**config.mk**
```make
export PLATFORM = sky130hd
export DESIGN_NAME = seq_multiplier
export DESIGN_NICKNAME = d
export VERILOG_FILES = /design/src/rtl/seq_multiplier.sv
export SDC_FILE = /design/constraint.sdc
export NUM_CORES = 1
export LEC_CHECK = 0
export ABC_CLOCK_PERIOD_IN_PS = 2300
export CAP_MARGIN = 10
export CORE_ASPECT_RATIO = 0.6
export CORE_MARGIN = 3
export CORE_UTILIZATION = 45
export DETAILED_ROUTE_END_ITERATION = 8
export GPL_TIMING_DRIVEN = 0
export PLACE_DENSITY = 0.69
export SYNTH_ARGS = -nofsm -noshare
export SYNTH_HDL_FRONTEND = slang
export SYNTH_SLANG_ARGS = --single-unit
```
**constraint.sdc**
```tcl
create_clock -name clock -period 2.3 [get_ports clock]
set_clock_uncertainty 0.15 [all_clocks]
set_input_delay 0.23 -clock clock [delete_from_list [all_inputs] [get_ports clock]]
set_output_delay 0.23 -clock clock [all_outputs]
set_load 0.02 [all_outputs]
```
**src/rtl/seq_multiplier.sv**
```systemverilog
// Sequential shift-add multiplier: N-cycle unsigned shift-add or radix-2 Booth
// signed multiply with start/ready/done handshake and internally latched operands.
module seq_multiplier #(
  parameter int unsigned N = 4
) (
  input  logic           clock,
  input  logic           reset,
  input  logic           start,
  input  logic           signed_mode,
  input  logic [N-1:0]   multiplicand,
  input  logic [N-1:0]   multiplier,
  output logic [2*N-1:0] product,
  output logic           busy,
  output logic           ready,
  output logic           done
);

  localparam int unsigned CW = (N > 1) ? $clog2(N) : 1;
  localparam logic [CW-1:0] LAST_COUNT = CW'(N - 1);

  typedef enum logic [1:0] {
    S_IDLE = 2'd0,
    S_RUN  = 2'd1,
    S_DONE = 2'd2
  } state_t;

  state_t        state_q, state_d;
  logic [N:0]    a_q, a_d;
  logic [N-1:0]  q_q, q_d;
  logic          q1_q, q1_d;
  logic [N-1:0]  m_q, m_d;
  logic          mode_q, mode_d;
  logic [CW-1:0] count_q, count_d;
  logic          busy_q, ready_q, done_q;

  logic [N:0]    m_ext;
  logic [N:0]    sum;
  logic [N:0]    step_a;
  logic [N-1:0]  step_q;

  // One multiply step: conditional add/subtract, then shift of {A,Q(,Q_1)}
  always_comb begin
    m_ext = mode_q ? {m_q[N-1], m_q} : {1'b0, m_q};
    sum   = a_q;
    if (!mode_q) begin
      if (q_q[0]) sum = a_q + m_ext;
    end else begin
      case ({q_q[0], q1_q})
        2'b01:   sum = a_q + m_ext;
        2'b10:   sum = a_q - m_ext;
        default: sum = a_q;
      endcase
    end
    step_a = {(mode_q ? sum[N] : 1'b0), sum[N:1]};
    step_q = {sum[0], q_q[N-1:1]};
  end

  // Next-state and datapath load/step control
  always_comb begin
    state_d = state_q;
    a_d     = a_q;
    q_d     = q_q;
    q1_d    = q1_q;
    m_d     = m_q;
    mode_d  = mode_q;
    count_d = count_q;
    case (state_q)
      S_IDLE, S_DONE: begin
        if (start) begin
          m_d     = multiplicand;
          q_d     = multiplier;
          mode_d  = signed_mode;
          a_d     = '0;
          q1_d    = 1'b0;
          count_d = LAST_COUNT;
          state_d = S_RUN;
        end
      end
      S_RUN: begin
        a_d     = step_a;
        q_d     = step_q;
        q1_d    = q_q[0];
        count_d = count_q - CW'(1);
        if (count_q == '0) state_d = S_DONE;
      end
      default: state_d = S_IDLE;
    endcase
  end

  always_ff @(posedge clock) begin
    if (reset) begin
      state_q <= S_IDLE;
      a_q     <= '0;
      q_q     <= '0;
      q1_q    <= 1'b0;
      m_q     <= '0;
      mode_q  <= 1'b0;
      count_q <= '0;
      busy_q  <= 1'b0;
      ready_q <= 1'b1;
      done_q  <= 1'b0;
    end else begin
      state_q <= state_d;
      a_q     <= a_d;
      q_q     <= q_d;
      q1_q    <= q1_d;
      m_q     <= m_d;
      mode_q  <= mode_d;
      count_q <= count_d;
      busy_q  <= (state_d == S_RUN);
      ready_q <= (state_d == S_IDLE) || (state_d == S_DONE);
      // done marks only the entry into DONE, not the dwell
      done_q  <= (state_q == S_RUN) && (state_d == S_DONE);
    end
  end

  assign product = {a_q[N-1:0], q_q};
  assign busy    = busy_q;
  assign ready   = ready_q;
  assign done    = done_q;

endmodule

```
==> results of run 1 <==
per-stage QoR:
stage	hold WS, ns	area [sq um]	setup WS (ns)	cells	utilization
final	0.3385	1740	0.1237	239	0.6410
after global routing	0.3574	1740	0.02480	239	0.6410
after CTS	0.3423	1729	0.03477	239	0.6369
after detailed placement	0.3304	1658	0.06342	235	0.6106
after global placement	0.3233	1658	0.1186	235	0.6106
after floorplan	0.2160	1388	0.2689	173	-
per-layer routing:
layer  vias to the layer above  GRT usage
met5                         -          0
met4                         0    0.04734
met3                         8    0.05351
met2                        51     0.2713
met1                       558     0.2483
li1                        640          -
registers in the layout, indices dropped and copies added (netlist names):
register	count
busy	1
q1_q	1
done	1
mode_q	1
ready	1
q_q	4
count_q	2
a_q	5
state_q	2
m_q	4
Yosys cell counts (all sizes together), types with 2 or more instances:
cell / n / area share
a21oi: 14 / 0.050
a221oi: 5 / 0.041
a22oi: 3 / 0.016
a311oi: 5 / 0.032
a32oi: 3 / 0.019
buf: 7 / 0.037
clkbuf: 5 / 0.014
dfxtp: 22 / 0.32
fa: 2 / 0.029
ha: 11 / 0.099
inv: 15 / 0.041
nand2: 27 / 0.073
nand2b: 5 / 0.023
nand3b: 3 / 0.016
nor2: 18 / 0.054
nor2b: 4 / 0.018
o21ai: 7 / 0.025
xnor2: 3 / 0.019
xor2: 4 / 0.025
kinds of logic after synthesis:
group                    after synthesis  synth area share
AND/OR/NAND/NOR                       61            0.2029
AO/OA/AOI/OAI                         43            0.2164
buffers and inverters                 27           0.09108
flip-flops                            22            0.3174
adder cells (fa/ha/maj)               13            0.1280
XOR/XNOR                               7           0.04418
worst max-delay path, stage by stage (launching register included):
cell,delay (ns)
dfxtp_1,0.36
inv_1,0.07
ha_1,0.16
inv_1,0.06
fa_2,0.37
a21o_1,0.20
a21oi_1,0.20
xnor2_1,0.12
a32oi_2,0.26
o32ai_1,0.10
cells in the final DEF (no fill, tap or decap), types with 2 or more instances in the layout:
| master | netlist | layout |
|---|---|---|
| dfxtp_1 | 22 | 21 |
| nor2b_1 | 4 | 4 |
| nor2_1 | 17 | 17 |
| nand3b_1 | 3 | 3 |
| a21oi_1 | 14 | 14 |
| buf_2 | 2 | 2 |
| ha_1 | 11 | 11 |
| o21ai_1 | 5 | 5 |
| a32oi_1 | 3 | 2 |
| xnor2_1 | 3 | 3 |
| o21ai_0 | 2 | 2 |
| xor2_1 | 4 | 4 |
| clkbuf_1 | 5 | 5 |
| clkbuf_8 | 0 | 3 |
| nand2_1 | 27 | 27 |
| a221oi_2 | 2 | 2 |
| buf_4 | 4 | 4 |
| inv_1 | 13 | 13 |
| a22oi_1 | 3 | 3 |
| nand2b_1 | 5 | 5 |
| clkdlybuf4s50_1 | 0 | 22 |
| a221oi_1 | 3 | 3 |
| inv_2 | 2 | 2 |
| a311oi_1 | 5 | 5 |
power breakdown:
group | total [mW] | internal [mW] | switching, mW | leakage (nW)
logic | 0.252 | 0.112 | 0.140 | 0.489
registers | 0.434 | 0.408 | 0.0262 | 0.181
clock network | 0.364 | 0.233 | 0.132 | 0.0357
total | 1.05 | 0.752 | 0.298 | 0.705
how the worst min path moves through the flow:
stage                                from  endpoint  slack [ns]  cells past startpoint
final                              m_q[0]    m_q[0]        0.34                      2
after CTS                          m_q[0]    m_q[0]        0.34                      2
after floorplan           multiplicand[2]    m_q[2]        0.22                      2
after global routing      multiplicand[1]    m_q[1]        0.36                      3
after global placement             m_q[0]    m_q[0]        0.32                      2
after detailed placement           m_q[0]    m_q[0]        0.33                      2
area by class of cell:
class,count,share of cell area
timing repair buffer,22,0.1265
multi-input combinational,124,0.4774
tap,40,0.02876
clock inverter,1,0.01725
buffer,12,0.04026
inverter,15,0.03235
sequential,22,0.2538
clock buffer,3,0.02372
repair_timing:
item,CTS,global route
resized for setup,0,3
endpoints found under the setup margin,0,3
buffers inserted,0,0
==> results.txt, run 1 <==
Setup violations remaining at the end of the flow were counted as 0. The aggregate routed wire length came out at between 3000 and 4000 um. The TritonCTS clock tree is built.

The most critical setup path has its endpoint at a_q[4]. The setup slack of the most critical reg-to-reg path came out at 0.12 ns. The area growth from synthesis to layout came out at 25.43%. The most critical setup path has its startpoint at a_q[0]. The full die area came out at between 0.003 and 0.004 sq mm. Setup repair after global routing left no endpoint under its margin. After synthesis, the mean cell area works out to 8.021 sq um. For the worst flop-to-flop path, the logic depth is 9. Once detail routing completed, the nets flagged for antenna violations numbered 0. The routability-driven placement congestion ratio is roughly 0.84. The layout net count is about 230.

The area occupied by registers came out at 441.7 sq um. IR analysis of the VDD net gives a maximum drop of 334.2 uV. The number of antenna violations at the first check in global routing came out at 0. In this run the deepest clock path goes through 2 buffers. The number of core rows came out at 14. The worst register-to-register path begins at a_q[0]. In the detailed route, the total length drawn on met3 is 256 um. The critical path is of the flop to flop type. The top fanout value on the critical path came out at 5. The HPWL reported at the end of detailed placement is 2536 um. The area used by multi-input combinational logic came out at 830.8 sq um. The wire length of the first global-routing pass is between 5000 and 6000 um.

The max-cap violation count came out at 0. The initial core utilization came out at 0.5111. The sequential area share after synthesis came out at 0.3174.

The number of buffers added by the clock tree synthesis step is 3. The detailed-routing wirelength on met1 came out at 1569 um. The total standard cell area after synthesis came out at between 0.001 and 0.0015 sq mm. The maximum number of pins on one net before global-route repair is 14. The cell at the root of the clock tree is clkbuf_8. The number of hold buffers added after cts came out at 0. The first-pass iteration count of the detailed router is 4. The power per unit of standard cell area came out at 603.6 mW/mm^2. The number of pins with negative max-slew slack in the final report is 0. The die outline height is 49.02 um. Summed over all cells, the static leakage comes to 0.7052 nW.

The flow ran to the end, and the final reports show no timing, DRC or antenna violations. The final total power is 1.051 mW. The number of DRC violations after detailed-routing iteration 0 came out at 65. After clock tree synthesis, the clock-pin slew on the worst setup and hold paths is 0.08 ns. The accumulated negative setup slack is 0 ns.

Counting every net in the synthesized netlist gives 198. In the synthesized netlist the dominant register cell turns out to be dfxtp_1. The count of buffers added on input and output ports is 22. The average via count per standard cell is 5.259. CTS saw 22 sinks. The highest metal layer with signal wires is met4. Across every metal layer, demand over resource in global routing totals 0.1799. The average wire per cell in the routed design came out at 13.66 um. The headroom to the max-slew limit came out at 0.6707. Yosys mapped the design onto 35 distinct sky130hd cell types. The number of antenna cells inserted is 0. In this run the standard cell core region covers roughly 0.0027 sq mm. The arrival time at the worst endpoint is around 2.2 ns. The slew of the pin with the lowest slew margin is 0.4939 ns. The kind of capture point of the worst setup path is a flop. The worst register-to-register path ends at a_q[4]. 23 I/O pins were placed.

The layout has approximately 240 filler cells. STA classifies the critical path startpoint as a flop. The worst-skew pair later-pin latency is 0.26 ns. The endpoint required time on the critical path is 2.29 ns.

The total number of H-tree levels came out at 1. The top achievable clock speed came out at 459.5 MHz. The residual DRC count is 0. The post-layout minimum cycle time came out at 2.176 ns. The synthesized netlist cell count came out at 173. The sum of overflow across all layers after global routing came out at 0. The Yosys warning count came out at 0.

The ratio of cells with drive above 1 in the final layout is 0.09548. The width of the chip is just under 80 um. The number of global-route vias before repair is 1216. The flop and latch count out of synthesis is 22.

The share of synthesized flip-flops with an asynchronous set or reset came out at 0. The number of failing hold endpoints at the final stage came to 0. The number of flops mapped to enable cells by yosys is 0. The portion of the clock cycle consumed by the worst path in the final layout came out at 0.9462.

Detailed routing placed a total of 1381 um of wire on met2. The worst min-delay path category is flop to flop. The routed layout has roughly 1300 vias.
No activity file was read; power rests on OpenSTA's default activity.
==> run 2, diff against run 1 <==
==> config.mk (replaced) <==
export PLATFORM = sky130hd
export DESIGN_NAME = seq_multiplier
export DESIGN_NICKNAME = d
export VERILOG_FILES = /design/src/rtl/seq_multiplier.sv
export SDC_FILE = /design/constraint.sdc
export NUM_CORES = 1
export LEC_CHECK = 0
export ABC_CLOCK_PERIOD_IN_PS = 2070
export CAP_MARGIN = 10
export CELL_PAD_IN_SITES_DETAIL_PLACEMENT = 1
export CELL_PAD_IN_SITES_GLOBAL_PLACEMENT = 2
export CORE_ASPECT_RATIO = 0.6
export CORE_MARGIN = 3
export CORE_UTILIZATION = 30
export DETAILED_ROUTE_END_ITERATION = 8
export GPL_TIMING_DRIVEN = 0
export PLACE_DENSITY_LB_ADDON = 0.1
export SYNTH_ARGS = -nofsm -noshare
export SYNTH_HDL_FRONTEND = slang
export SYNTH_SLANG_ARGS = --single-unit
==> constraint.sdc (replaced) <==
create_clock -name clock -period 2.07 [get_ports clock]
set_clock_uncertainty 0.15 [all_clocks]
set_input_delay 0.207 -clock clock [delete_from_list [all_inputs] [get_ports clock]]
set_output_delay 0.207 -clock clock [all_outputs]
set_load 0.02 [all_outputs]
==> run 2 against run 1 <==
Wire length is 29% higher. Via count is 4.5% higher. Utilization is 21 points lower. Power is 6.5% higher. Global-route usage is 1.6 points lower. Sequential power is 12% higher. Worst setup slack worse by 0.093 ns. Register-to-register slack worse by 0.09 ns. Critical endpoint is now a_q[3]. Highest routed layer unchanged.
==> results.txt, run 2 (synthesis gave the netlist of run 1 again) <==
The number of antenna cells inserted came out at 0. The number of nets with antenna violations after detailed routing is 0. The full die area is 0.005504 sq mm. For this run, global-route usage on met2 was measured as 0.2533. At the pin with the least slew margin, the transition time is 0.5947 ns. The count of port buffers added during placement came out at 22. The average wire per cell in the routed design came out at roughly 16 um. The number of global-route vias before repair is 1401.

The clock slew seen by the registers of the worst setup and hold paths came out at 0.08 ns. In this design, the critical path's most frequently occurring cell is inv_2. The worst-skew pair later-pin latency is 0.26 ns. met2 is the most crowded layer. The leakage power came out at 0.7291 nW. The max-cap violation count is 0.

The initial core utilization came out at 0.3243. Entering global routing, the biggest net connects 13 pins. After layout, the minimum clock period comes to 2.039 ns. Setup repair after global routing could not meet its margin everywhere. Summing internal, switching and leakage power gives 1.119 mW.

The number of failing hold endpoints at the final stage was 0. The area growth from synthesis to layout came out at 34.18%. The largest registers in the layout are a_q x5, m_q x4, q_q x4. The area used by multi-input combinational logic is between 800 and 900 sq um.

The most common library cell in the layout ignoring fill and taps is nand2_1. The longest individual stage delay on the worst path came out at 0.36 ns. The core utilization of the finished layout came out at 0.4351. The worst hold path belongs to the class primary input to flop.

The number of pins with negative max-slew slack in the final report is 0. Power spread over the standard cell area amounts to 600.8 mW/mm^2. Dividing the detail-routed via count by the number of cells gives 4.955. The kind of capture point of the worst setup path is a flop.

The number of core rows is 18. The aggregate routed wire length is 4220 um. The first routing iteration left 53 violations.

The portion of the clock cycle consumed by the worst path in the final layout is 0.9852. The register with the most flip-flops in the layout has 5 of them. The endpoint required time on the critical path came out at 2.07 ns. In this design, the largest share of critical-path delay is due to compound AO/OA/AOI/OAI gates. The die is slightly below 60 um tall. For this run, global-route usage on met1 was measured as 0.2406. The combined buffer and inverter count along the critical path came out at 2. The buffer depth of the longest clock path is 2. The count of vias placed by the detailed router came out at 1313.

At the end of routability-driven placement, the weighted congestion stood at roughly 0.78. In the final layout, the share of cells above drive strength 1 is 0.2049. In the layout the commonest cells are nand2_1 (27), clkdlybuf4s50_1 (22), nor2_1 (17). The flow ran to the end, and the final reports show no timing, DRC or antenna violations.

After global routing the overflow that remains totals 0. The worst slack on hold paths is 0.3275 ns. The category of the worst setup path launch point is a flop.

The signal on the critical path passes through inv_2 > ha_4 > inv_2 > fa_2 > a21o_1 > a21oi_2 > xnor2_1 > a32oi_2 > a22oi_1. The number of antenna violations at the first check in global routing was 0. CTS built an H-tree with a depth of 1. TritonCTS built the clock tree. The register with the most flip-flops in the final layout is a_q. The HPWL reported at the end of detailed placement is 3091 um.

After the last flow step, the layout net total stands at about 230. For this run, design rule violations remaining after detail routing come to 0. The headroom to the max-slew limit came out at 0.6035. The core outline area is 0.004279 sq mm.

After filler insertion, the fill cell instance count of the layout stands at 516. The total of endpoints with negative setup slack in the final report is 0. Across the VDD grid, the largest voltage drop is 277.1 uV.

The slowest stage of the critical path belongs to the cell fa_2. The first global-routing pass estimated 7003 um of wire. The number of I/O pins came out at 23. The number of sinks handled by clock tree synthesis came out at 22. Hold repair after CTS inserted 0 buffers. The total track usage is 0.1641. The first-pass iteration count of the detailed router came out at 4.

For met3 alone, demand over resource in global routing was 0.03576. Data on the critical path arrives at its endpoint at between 2 and 2.5 ns. The worst setup path is of the flop to flop kind. The top fanout value on the critical path is 3.

The cell at the root of the clock tree is clkbuf_8. The width of the chip came out at 93.80 um. The area occupied by registers is 451.7 sq um. The number of buffers added by the clock tree synthesis step came out at 3. The top achievable clock speed came out at 490.3 MHz.
[run 2: cell types whose count changed in the layout (fill, tap and decap cells not counted), moves of 2 or more]
cell and change:
inv_2 +3, ha_4 +2, dfxtp_2 +5, buf_4 +6
ha_1 -3, dfxtp_1 -6, inv_1 -3
[run 2: what timing repair did]
item / CTS / global route
setup endpoints to repair: 5 / 5
endpoints found under the hold margin: 0 / 0
resized for setup: 12 / 12
setup buffers: 2 / 4
pin swaps: 7 / 14
[run 2: layer usage]
layer / wire (um) / share of wire
met3: 149 / 0.035
met5: 0 / 0
met4: 19 / 0.0045
met2: 1952 / 0.46
met1: 2100 / 0.50
[run 2: tightest hold or removal path, stage by stage]
cell and delay [ns]:
clkdlybuf4s50_1 0.39, nand2_1 0.05, a21oi_1 0.05
[run 2: through the flow]
step                setup TNS [ns]  setup WS, ns  cells  area (sq um)
floorplan                        0       0.03889    173          1388
global placement           -0.3285       -0.1570    255          1683
detailed placement         -0.4750       -0.1937    255          1683
CTS                              0       0.01954    261          1783
global route               -0.2204      -0.07747    265          1862
finish                           0       0.03056    265          1862
[run 2: power by group]
part	switching, mW	internal, mW
registers	0.0313	0.454
logic	0.172	0.141
clock network	0.150	0.170
total	0.354	0.765
[run 2: final timing paths]
kind / to / depth (start not counted) / from / slack, ns
worst min-delay path: m_q[0] / 3 / multiplicand[0] / 0.33
worst max register to register: a_q[3] / 9 / a_q[0] / 0.03
worst min register to register: m_q[2] / 2 / m_q[2] / 0.34
worst max-delay path: a_q[3] / 9 / a_q[0] / 0.03
[run 2: final cells by class]
class | instances | area share
plain buffers | 12 | 0.03763
well taps | 60 | 0.04032
flip-flops and latches | 22 | 0.2426
repair buffers | 28 | 0.1425
multi-input cells | 124 | 0.4771
inverters | 15 | 0.03024
clock buffers | 4 | 0.02957
